<file path="src/rtl/vga_word_queue_pkg.sv">
// Shared definitions for the frame-paced display queue: register map,
// status/control bit positions, display FSM states and hold reload helper.
package vga_word_queue_pkg;

  localparam logic [1:0] REG_DATA   = 2'd0;
  localparam logic [1:0] REG_STATUS = 2'd1;
  localparam logic [1:0] REG_HOLD   = 2'd2;
  localparam logic [1:0] REG_DIRECT = 2'd3;

  localparam int ST_EMPTY_BIT  = 0;
  localparam int ST_FULL_BIT   = 1;
  localparam int ST_OVF_BIT    = 2;
  localparam int ST_IRQ_EN_BIT = 3;

  localparam int CTL_CLR_OVF_BIT = 0;
  localparam int CTL_FLUSH_BIT   = 1;
  localparam int CTL_IRQ_EN_BIT  = 2;

  typedef enum logic {
    IDLE = 1'b0,
    HOLD = 1'b1
  } disp_state_t;

  // Frames left after a pop; a stored hold of 0 behaves like 1.
  function automatic logic [15:0] hold_reload(input logic [15:0] hold);
    return (hold == 16'd0) ? 16'd0 : hold - 16'd1;
  endfunction

endpackage

</file>
<file path="src/rtl/word_fifo.sv">
// Synchronous FIFO with flush; flush takes precedence over pop, and a push
// in the flush cycle lands as the first entry of the emptied queue.
module word_fifo #(
  parameter int DEPTH = 8,
  parameter int WIDTH = 32,
  parameter int AW    = $clog2(DEPTH),
  parameter int CW    = $clog2(DEPTH) + 1
) (
  input  logic             clk,
  input  logic             rst_n,
  input  logic             push_i,
  input  logic             pop_i,
  input  logic             flush_i,
  input  logic [WIDTH-1:0] wdata_i,
  output logic [WIDTH-1:0] head_o,
  output logic [CW-1:0]    count_o,
  output logic             full_o,
  output logic             empty_o
);

  logic [WIDTH-1:0] mem_q [DEPTH];
  logic [AW-1:0]    wptr_q, wptr_d;
  logic [AW-1:0]    rptr_q, rptr_d;
  logic [CW-1:0]    count_q, count_d;
  logic             do_push, do_pop;
  logic [AW-1:0]    wr_idx;

  assign full_o  = (count_q == CW'(DEPTH));
  assign empty_o = (count_q == '0);
  assign head_o  = mem_q[rptr_q];
  assign count_o = count_q;

  // A full queue still accepts a push when the head leaves in the same cycle.
  assign do_pop  = pop_i & ~empty_o & ~flush_i;
  assign do_push = push_i & (flush_i | ~full_o | do_pop);
  assign wr_idx  = flush_i ? '0 : wptr_q;

  always_comb begin
    wptr_d  = wptr_q;
    rptr_d  = rptr_q;
    count_d = count_q;
    if (flush_i) begin
      rptr_d  = '0;
      wptr_d  = do_push ? AW'(1) : '0;
      count_d = do_push ? CW'(1) : '0;
    end else begin
      if (do_push) wptr_d = wptr_q + AW'(1);
      if (do_pop)  rptr_d = rptr_q + AW'(1);
      count_d = count_q + CW'(do_push) - CW'(do_pop);
    end
  end

  always_ff @(posedge clk or negedge rst_n) begin
    if (!rst_n) begin
      wptr_q  <= '0;
      rptr_q  <= '0;
      count_q <= '0;
    end else begin
      wptr_q  <= wptr_d;
      rptr_q  <= rptr_d;
      count_q <= count_d;
    end
  end

  always_ff @(posedge clk) begin
    if (do_push) mem_q[wr_idx] <= wdata_i;
  end

endmodule

</file>
<file path="src/rtl/vga_word_queue.sv">
// Avalon-MM word queue feeding the seven-segment VGA emulator; words advance
// only on frame ticks. Define VGA_WORD_QUEUE_IRQ_EN to build the interrupt.
import vga_word_queue_pkg::*;

module vga_word_queue #(
  parameter int          DEPTH       = 8,
  parameter logic [15:0] HOLD_FRAMES = 16'd60
) (
  input  logic        clk50,
  input  logic        reset_n,
  input  logic        chipselect,
  input  logic        write,
  input  logic        read,
  input  logic [1:0]  address,
  input  logic [31:0] writedata,
  output logic [31:0] readdata,
  input  logic        frame_tick,
  output logic [31:0] data_out,
  output logic        irq
);

  localparam int CW = $clog2(DEPTH) + 1;

  logic          wr_sel, rd_sel;
  logic          push, pop, flush, ctl_wr, direct_wr, hold_wr;
  logic [31:0]   head;
  logic [CW-1:0] count;
  logic          full, empty;
  logic          irq_en;

  disp_state_t   state_q;
  logic [15:0]   frame_cnt_q;
  logic [15:0]   hold_q;
  logic          ovf_q;
  logic [31:0]   data_out_q;
  logic [31:0]   readdata_q, readdata_d;
  logic [31:0]   status;

  assign wr_sel    = chipselect & write;
  assign rd_sel    = chipselect & read;
  assign push      = wr_sel & (address == REG_DATA);
  assign ctl_wr    = wr_sel & (address == REG_STATUS);
  assign hold_wr   = wr_sel & (address == REG_HOLD);
  assign direct_wr = wr_sel & (address == REG_DIRECT);
  assign flush     = ctl_wr & writedata[CTL_FLUSH_BIT];
  // Pop decision uses the pre-edge count, so a same-cycle push is never bypassed.
  assign pop       = frame_tick & (state_q == IDLE) & ~empty & ~flush;

  word_fifo #(
    .DEPTH (DEPTH),
    .WIDTH (32)
  ) u_fifo (
    .clk     (clk50),
    .rst_n   (reset_n),
    .push_i  (push),
    .pop_i   (pop),
    .flush_i (flush),
    .wdata_i (writedata),
    .head_o  (head),
    .count_o (count),
    .full_o  (full),
    .empty_o (empty)
  );

  always_ff @(posedge clk50 or negedge reset_n) begin
    if (!reset_n) begin
      state_q     <= IDLE;
      frame_cnt_q <= '0;
      data_out_q  <= '0;
    end else begin
      if (flush) begin
        state_q     <= IDLE;
        frame_cnt_q <= '0;
      end else if (pop) begin
        frame_cnt_q <= hold_reload(hold_q);
        state_q     <= (hold_reload(hold_q) != 16'd0) ? HOLD : IDLE;
      end else if (frame_tick && state_q == HOLD) begin
        frame_cnt_q <= frame_cnt_q - 16'd1;
        if (frame_cnt_q == 16'd1) state_q <= IDLE;
      end
      // A direct load wins over a coincident pop for the displayed word.
      if (direct_wr)  data_out_q <= writedata;
      else if (pop)   data_out_q <= head;
    end
  end

  always_ff @(posedge clk50 or negedge reset_n) begin
    if (!reset_n) begin
      hold_q     <= HOLD_FRAMES;
      ovf_q      <= 1'b0;
      readdata_q <= '0;
    end else begin
      if (hold_wr) hold_q <= writedata[15:0];
      if (push && full && !pop && !flush)        ovf_q <= 1'b1;
      else if (ctl_wr && writedata[CTL_CLR_OVF_BIT]) ovf_q <= 1'b0;
      if (rd_sel) readdata_q <= readdata_d;
    end
  end

`ifdef VGA_WORD_QUEUE_IRQ_EN
  logic irq_en_q, irq_q;

  always_ff @(posedge clk50 or negedge reset_n) begin
    if (!reset_n) begin
      irq_en_q <= 1'b0;
      irq_q    <= 1'b0;
    end else begin
      if (ctl_wr) irq_en_q <= writedata[CTL_IRQ_EN_BIT];
      irq_q <= irq_en_q & (empty | ovf_q);
    end
  end

  assign irq_en = irq_en_q;
  assign irq    = irq_q;
`else
  assign irq_en = 1'b0;
  assign irq    = 1'b0;
`endif

  always_comb begin
    status                = '0;
    status[15:8]          = 8'(count);
    status[ST_IRQ_EN_BIT] = irq_en;
    status[ST_OVF_BIT]    = ovf_q;
    status[ST_FULL_BIT]   = full;
    status[ST_EMPTY_BIT]  = empty;
  end

  always_comb begin
    readdata_d = '0;
    unique case (address)
      REG_DATA:   readdata_d = data_out_q;
      REG_STATUS: readdata_d = status;
      REG_HOLD:   readdata_d = {16'b0, hold_q};
      REG_DIRECT: readdata_d = '0;
      default:    readdata_d = '0;
    endcase
  end

  assign data_out = data_out_q;
  assign readdata = readdata_q;

endmodule
</file>
<file path="config.mk">
export PLATFORM = sky130hd
export DESIGN_NAME = vga_word_queue
export DESIGN_NICKNAME = d
export VERILOG_FILES = /design/src/rtl/vga_word_queue_pkg.sv /design/src/rtl/word_fifo.sv /design/src/rtl/vga_word_queue.sv
export SDC_FILE = /design/constraint.sdc
export NUM_CORES = 1
export LEC_CHECK = 0
export ABC_CLOCK_PERIOD_IN_PS = 10500
export BUFFER_PORTS_ARGS = -buffer_cell sky130_fd_sc_hd__clkbuf_2
export CAP_MARGIN = 20
export CORE_MARGIN = 2
export CORE_UTILIZATION = 50
export DETAILED_ROUTE_END_ITERATION = 16
export GPL_ROUTABILITY_DRIVEN = 1
export GPL_TIMING_DRIVEN = 0
export PLACE_DENSITY = 0.72
export SLEW_MARGIN = 5
export SYNTH_ARGS = -nofsm -noshare
export SYNTH_HDL_FRONTEND = slang
export SYNTH_SLANG_ARGS = --single-unit
</file>
<file path="constraint.sdc">
create_clock -name clk50 -period 10.5 [get_ports clk50]
set_input_delay 1.05 -clock clk50 [delete_from_list [all_inputs] [get_ports clk50]]
set_output_delay 1.05 -clock clk50 [all_outputs]
set_load 0.02 [all_outputs]
</file>
Word level (Yosys, flattened, before mapping). Memory sizes are Yosys's and may differ from the RTL's. Cells that the tools add are included.

Mux-type cells: 24. Bitwise operators: 19. Reduce and logical (&&, ||, !) cells: 18. Add/subtract/negate cells: 6. Equality and inequality tests: 5.

Operator list (count): 32-bit one-hot mux with 4 select lines (1); 16-bit 2-to-1 mux (4); 32-bit 2-to-1 mux (2); 16-bit by 1-bit subtractor with 16-bit output, second input constant (2); 16-bit by 1-bit equality test with 1-bit output, second input constant (1); 16-bit logical NOT (1); 16-bit nonzero test (1); 3-bit 2-to-1 mux (5); 1-bit AND (13); 1-bit 2-to-1 mux (11); 2-bit nonzero test (4); 3-bit by 1-bit adder with 3-bit output, second input constant (2); 3-bit nonzero test (2); 1-bit logical AND (5); 4-bit by 1-bit adder with 4-bit output (1); 2-bit equality test, second input constant (2); 4-bit equality test, second input constant (1); 4-bit logical NOT (1); 4-bit 2-to-1 mux (1); 1-bit inverter (4); 4-bit by 1-bit subtractor with 4-bit output (1); 2-bit by 1-bit equality test with 1-bit output, second input constant (1); 1-bit logical NOT (2); 2-bit logical NOT (1); other kinds (2) (3).

Output and inout port bits: 65. Bits of input ports: 40. Memory bits (writable): 256. Register bits: 108. Word-level logic and storage cells: 82. Memories: 1.

Memory list: u_fifo.mem_q (words 8, bits a word 32, rd ports 1, clocked after Yosys merged registers in 0, wr ports 1, line word_fifo.sv:21) `logic [WIDTH-1:0] mem_q [DEPTH];`.

Depth between registers and ports, before layout.
Word-level depth: 12. Gate-level depth with buffers: 13. Gate-level depth less buffers: 12.

Hierarchy. A second synthesis with hierarchy kept.

Cells, all modules: 980. Area total of the unflattened synthesis: 15347.2 µm².

Modules (own cells, without submodules): word_fifo (sequential area each 7937.6 µm², area each 10332.4 µm², cells each 449, instances 1); vga_word_queue (sequential area each 2457.4 µm², area each 5014.8 µm², cells each 531, instances 1).

Worst setup path before layout. OpenSTA, ideal clock, no wires.

Path kind: input -> register. Start: input port frame_tick. End: memory u_fifo.mem_q[4][0] (enable). Required time: 9.987 ns. Path buffers: 1. Setup slack: 4.534 ns. Stages: 6. Setup time: 0.513 ns. Arrival: 5.453 ns. Cell sequence: nand2b_1 or2_1 buf_2 and3_1 or3_4 nor4b_1.

Word-level cells in the longest chain between the ends: 9.

RTL lines: start, declared (line vga_word_queue.sv:17) `input logic frame_tick,`; 1-bit AND (3 in series) (line vga_word_queue.sv:47) `assign pop = frame_tick & (state_q == IDLE) & ~empty & ~flush;`; 1-bit AND (2 in series) (line word_fifo.sv:34) `assign do_pop = pop_i & ~empty_o & ~flush_i;`; 1-bit bitwise OR (line word_fifo.sv:35) `assign do_push = push_i & (flush_i | ~full_o | do_pop);`; 1-bit AND (line word_fifo.sv:35); 1-bit 2-to-1 mux (line word_fifo.sv:66) `if (do_push) mem_q[wr_idx] <= wdata_i;`; 1-bit 2-to-1 mux (not written as such) (line word_fifo.sv:66); end, declared (line word_fifo.sv:21).

Every way passes these cells.

Worst setup path after layout.
Start: input port writedata[1]. End: register u_fifo.count_q[1] (netlist: u_fifo.count_o[1]).

Word-level cells in the longest chain between the ends: 10. Elaborated cells between the ends (all ways): 11. Those cells by class: 2 x add/sub; 1 x mux; 8 x bitwise.

RTL lines: start, declared (line vga_word_queue.sv:15) `input logic [31:0] writedata,`; 1-bit AND * (line vga_word_queue.sv:45) `assign flush = ctl_wr & writedata[CTL_FLUSH_BIT];`; 1-bit inverter (line word_fifo.sv:34, vga_word_queue.sv:47); 1-bit AND (line vga_word_queue.sv:47); 1-bit AND (2 in series) (line word_fifo.sv:34); 1-bit bitwise OR (line word_fifo.sv:35); 1-bit AND (line word_fifo.sv:35); 4-bit by 1-bit adder with 4-bit output (line word_fifo.sv:49) `count_d = count_q + CW'(do_push) - CW'(do_pop);`; 4-bit by 1-bit subtractor with 4-bit output (line word_fifo.sv:49); 4-bit 2-to-1 mux * (line word_fifo.sv:42) `if (flush_i) begin`; via u_fifo.count_d[1] (line word_fifo.sv:24) `logic [CW-1:0] count_q, count_d;`; end signal, assigned (line word_fifo.sv:61) `count_q <= count_d;`; end, declared (line word_fifo.sv:24).

Mark *: on every way through the listed nets, which the timed path passes. The rest lies on a longest branch. A chain may end at the register's enable or synchronous reset.

==> results.md <==
* Post-CTS Setup Inserts at 0
* CTS sink cnt at 364
* Top_reg_cell synth: edfxtp_1
* H-tree levels at 2
* DR DRC count at 0
* Worst-path clk slew at 0.06 ns
* Worst setup path class: input pin to flop
* Vias in the first global route at 9062
* Synth warn at 0
* Drt pass-1 iters at 5
* Cts bufs inserted at 37
* Final slew viol count at 0
* Area grow syn2layout at 17.77%
* Final Cell Area at 17820 sq um
* Maximum clock frequency at 252.3 MHz
* EDFF count, synth at 256
* PnR Total Power at 4.486 mW
* Final hold vios at 0
* GRT Total Usage at 23.49%
* Longest Clk Path Bufs at 3
* Outcome: finished clean
* Post-cts resize count at 0
* Library cells used by synthesis at 59
* Max_cap viols at 0
* Final hold slack at 0.4488 ns
* Core area at 29720 sq um
* Post-synth top area share at 50.81%
* Post-synth ARST share at 29.67%
* Worst setup SP type: input pin
* Largest net degree at the start of global routing at 71
* Fillers at 2210
* Hold Path Class: input pin to asynchronous set/reset pin
* Total negative slack at 0 ns
* Routed vias/inst at 5.858
* Initial antenna violation count at 0
* Worst Tran Pin Value at 0.9489 ns
* Clock Latency Late Sink at 0.53 ns
* Count of final setup violators at 0
* Core Util, Final at 59.96%
* Diodes inserted at 0
* Pre-CTS setup slack at 6.098 ns
* Initial Util at 50.92%
* Final worst path period share at 37.74%
* Average routed wire per standard cell at 23.00 microns
* Syn Nets at 1035
* Worst path required time at 10.88 ns
* Clock skew at 0.01910 ns
* CTS Root Cell: clkbuf_16
* CP Max Fanout at 11
* Cell count after synthesis at 983
* Unrepaired setup endpoints after global routing: false
* CP Cell Sequence: clkbuf_2 > nor2b_1 > a211oi_1 > clkbuf_1 > buf_2 > ha_1 > inv_1 > ha_1 > fa_1 > nor2b_1
* DP HPWL at 24730 microns
* Post-layout net count at 1208
* Worst endpoint data arrival time at 4.34 ns
* Ranking of synthesized cells by area: edfxtp_1 51%, dfrtp_1 17%, mux4_2 9.5%, mux2i_1 3.3%, o21ai_0 2.9%
* Die width at 178.0 microns
* Count leader, synth: edfxtp_1
* Worst setup EP type: flop
* Biggest area consumer among synthesized cells: edfxtp_1
* Die H at 178.0 microns
* Hold buffer count at CTS at 0
* Worst stage delay on the critical path at 0.76 ns
* Most frequent cells after synthesis: 256 x edfxtp_1, 107 x nand2_1, 104 x dfrtp_1
* Mapped Avg Cell Area at 15.39 sq um
* Final WS setup at 6.537 ns
* CTS tree: done
* PortBufs at 103
* WL final at 36230 microns
* Worst r2r src: u_fifo.count_o[2]$_DFF_PN0_
* Antenna-violating nets left at 0
* Final min period at 3.963 ns
* R2R depth at 11
* # placed instances at 1506
* Slowest CP cell: a211oi_1
* Pleak at 6.509 nW
* Placed Area at 16530 sq um
* DRT iter0 DRCs at 920
* PwrDens at 251.8 nW/um^2
* Synthesized flop and latch total at 364
* Synth Cell Area at 15130 sq um
* Vias at 9227
* R2r setup slk at 6.69 ns
* RR Endpoint: u_fifo.count_o[1]$_DFF_PN0_
* First-pass GRT wire length at 54850 microns
* GR Overflow Total at 0
* Rel. slew slack at 36.16%
* Boundary pin count at 105
* Worst vdd ir at 0.1598 mV
* Post-synthesis sequential area ratio at 68.70%
* RePlAce Congestion at 0.8940
* Rows at 63
* Layout cells sized above 1 at 25.91%
* Die ar. at 31670 sq um
* Post-layout instance count excluding filler cells at 1575
[worst max-delay path by stage]
stage | from | endpoint | slack (ns) | cells past startpoint
finish | writedata[1] | u_fifo.count_o[1]$_DFF_PN0_ | 6.54 | 10
global route | writedata[1] | u_fifo.count_o[1]$_DFF_PN0_ | 6.42 | 10
CTS | writedata[1] | u_fifo.count_o[1]$_DFF_PN0_ | 6.63 | 10
detailed placement | writedata[1] | u_fifo.count_o[1]$_DFF_PN0_ | 6.10 | 10
global placement | frame_tick | u_fifo.mem_q[4][5]$_DFFE_PP_ | 0.64 | 7
floorplan | frame_tick | u_fifo.mem_q[4][0]$_DFFE_PP_ | 4.53 | 6
[placed cells by master (no fill, tap or decap), types with 4 or more instances in the layout]
cell / Yosys / layout
nor2b_1: 4 / 4
nor2_1: 49 / 47
nand3_1: 5 / 5
nor4_1: 4 / 4
ha_1: 11 / 11
a211oi_1: 9 / 9
mux2i_1: 50 / 50
clkbuf_2: 0 / 102
dfstp_2: 4 / 4
xor2_1: 9 / 9
nand2_1: 107 / 107
a21oi_1: 29 / 29
clkbuf_1: 35 / 47
dfrtp_1: 104 / 104
edfxtp_1: 256 / 256
buf_2: 14 / 15
nand4_1: 4 / 4
mux4_2: 64 / 64
nand3b_1: 4 / 4
buf_1: 7 / 7
inv_1: 14 / 14
mux2_2: 16 / 16
a22o_1: 16 / 16
xnor2_1: 11 / 11
buf_4: 2 / 15
buf_6: 0 / 9
buf_8: 0 / 5
nor3_1: 18 / 15
clkbuf_8: 0 / 4
o21ai_0: 87 / 87
clkbuf_16: 0 / 42
[layer usage]
metal	wire, microns	up-vias	GRT usage, %	part of all wire (%)
met5	0	-	0	0
met4	909	0	6.967	2.5
met3	2577	63	4.092	7.1
met2	16990	371	36.06	47
met1	15750	4699	34.73	43
li1	-	4094	-	-
[flip-flops by register name (all words and copies together), names as in the netlist]
signal / count
data_out: 32
frame_cnt_q: 16
hold_q: 16
ovf_q: 1
readdata: 32
state_q: 1
u_fifo.count_o: 4
u_fifo.mem_q: 256
u_fifo.rptr_q: 3
u_fifo.wptr_q: 3
[area by class of cell]
cell class                 instances  area, sq um  share of cell area [%]
tap                              390        488.0                   2.738
clock inverter                    11        138.9                  0.7794
inverter                          15        57.56                  0.3230
sequential                       364        10400                   58.33
clock buffer                      57         1137                   6.383
multi-input combinational        546         4482                   25.15
buffer                            58        242.7                   1.362
timing repair buffer             134        878.3                   4.929
[worst max-delay path: cells and delay by family]
kind | cells | cell delay, ns
and+or+nand+nor | 2 | 0.33
buffers and inverters | 4 | 1.29
AOI/OAI and AO/OA | 1 | 0.76
adders and majority gates | 3 | 0.90
[report_power, final]
part	leakage (nW)	total (mW)	internal [mW]	switching (mW)
sequential	3.62	1.87	1.71	0.156
clock	0.613	1.36	0.824	0.534
combinational	2.27	1.26	0.541	0.719
total	6.51	4.49	3.08	1.41
[logic make-up (layout without fill, tap and decap cells)]
logic type / after synthesis / after routing / share of synthesized area (%)
AO/OA/AOI/OAI: 158 / 158 / 6.078
XOR/XNOR: 20 / 20 / 1.158
adder cells (fa/ha/maj): 12 / 12 / 1.042
buffers and inverters: 73 / 275 / 1.985
flip-flops: 364 / 364 / 68.70
multiplexers: 130 / 130 / 14.02
other: 1 / 1 / 0.02478
AND/OR/NAND/NOR: 225 / 225 / 6.988
No activity file was read; power rests on OpenSTA's default activity.
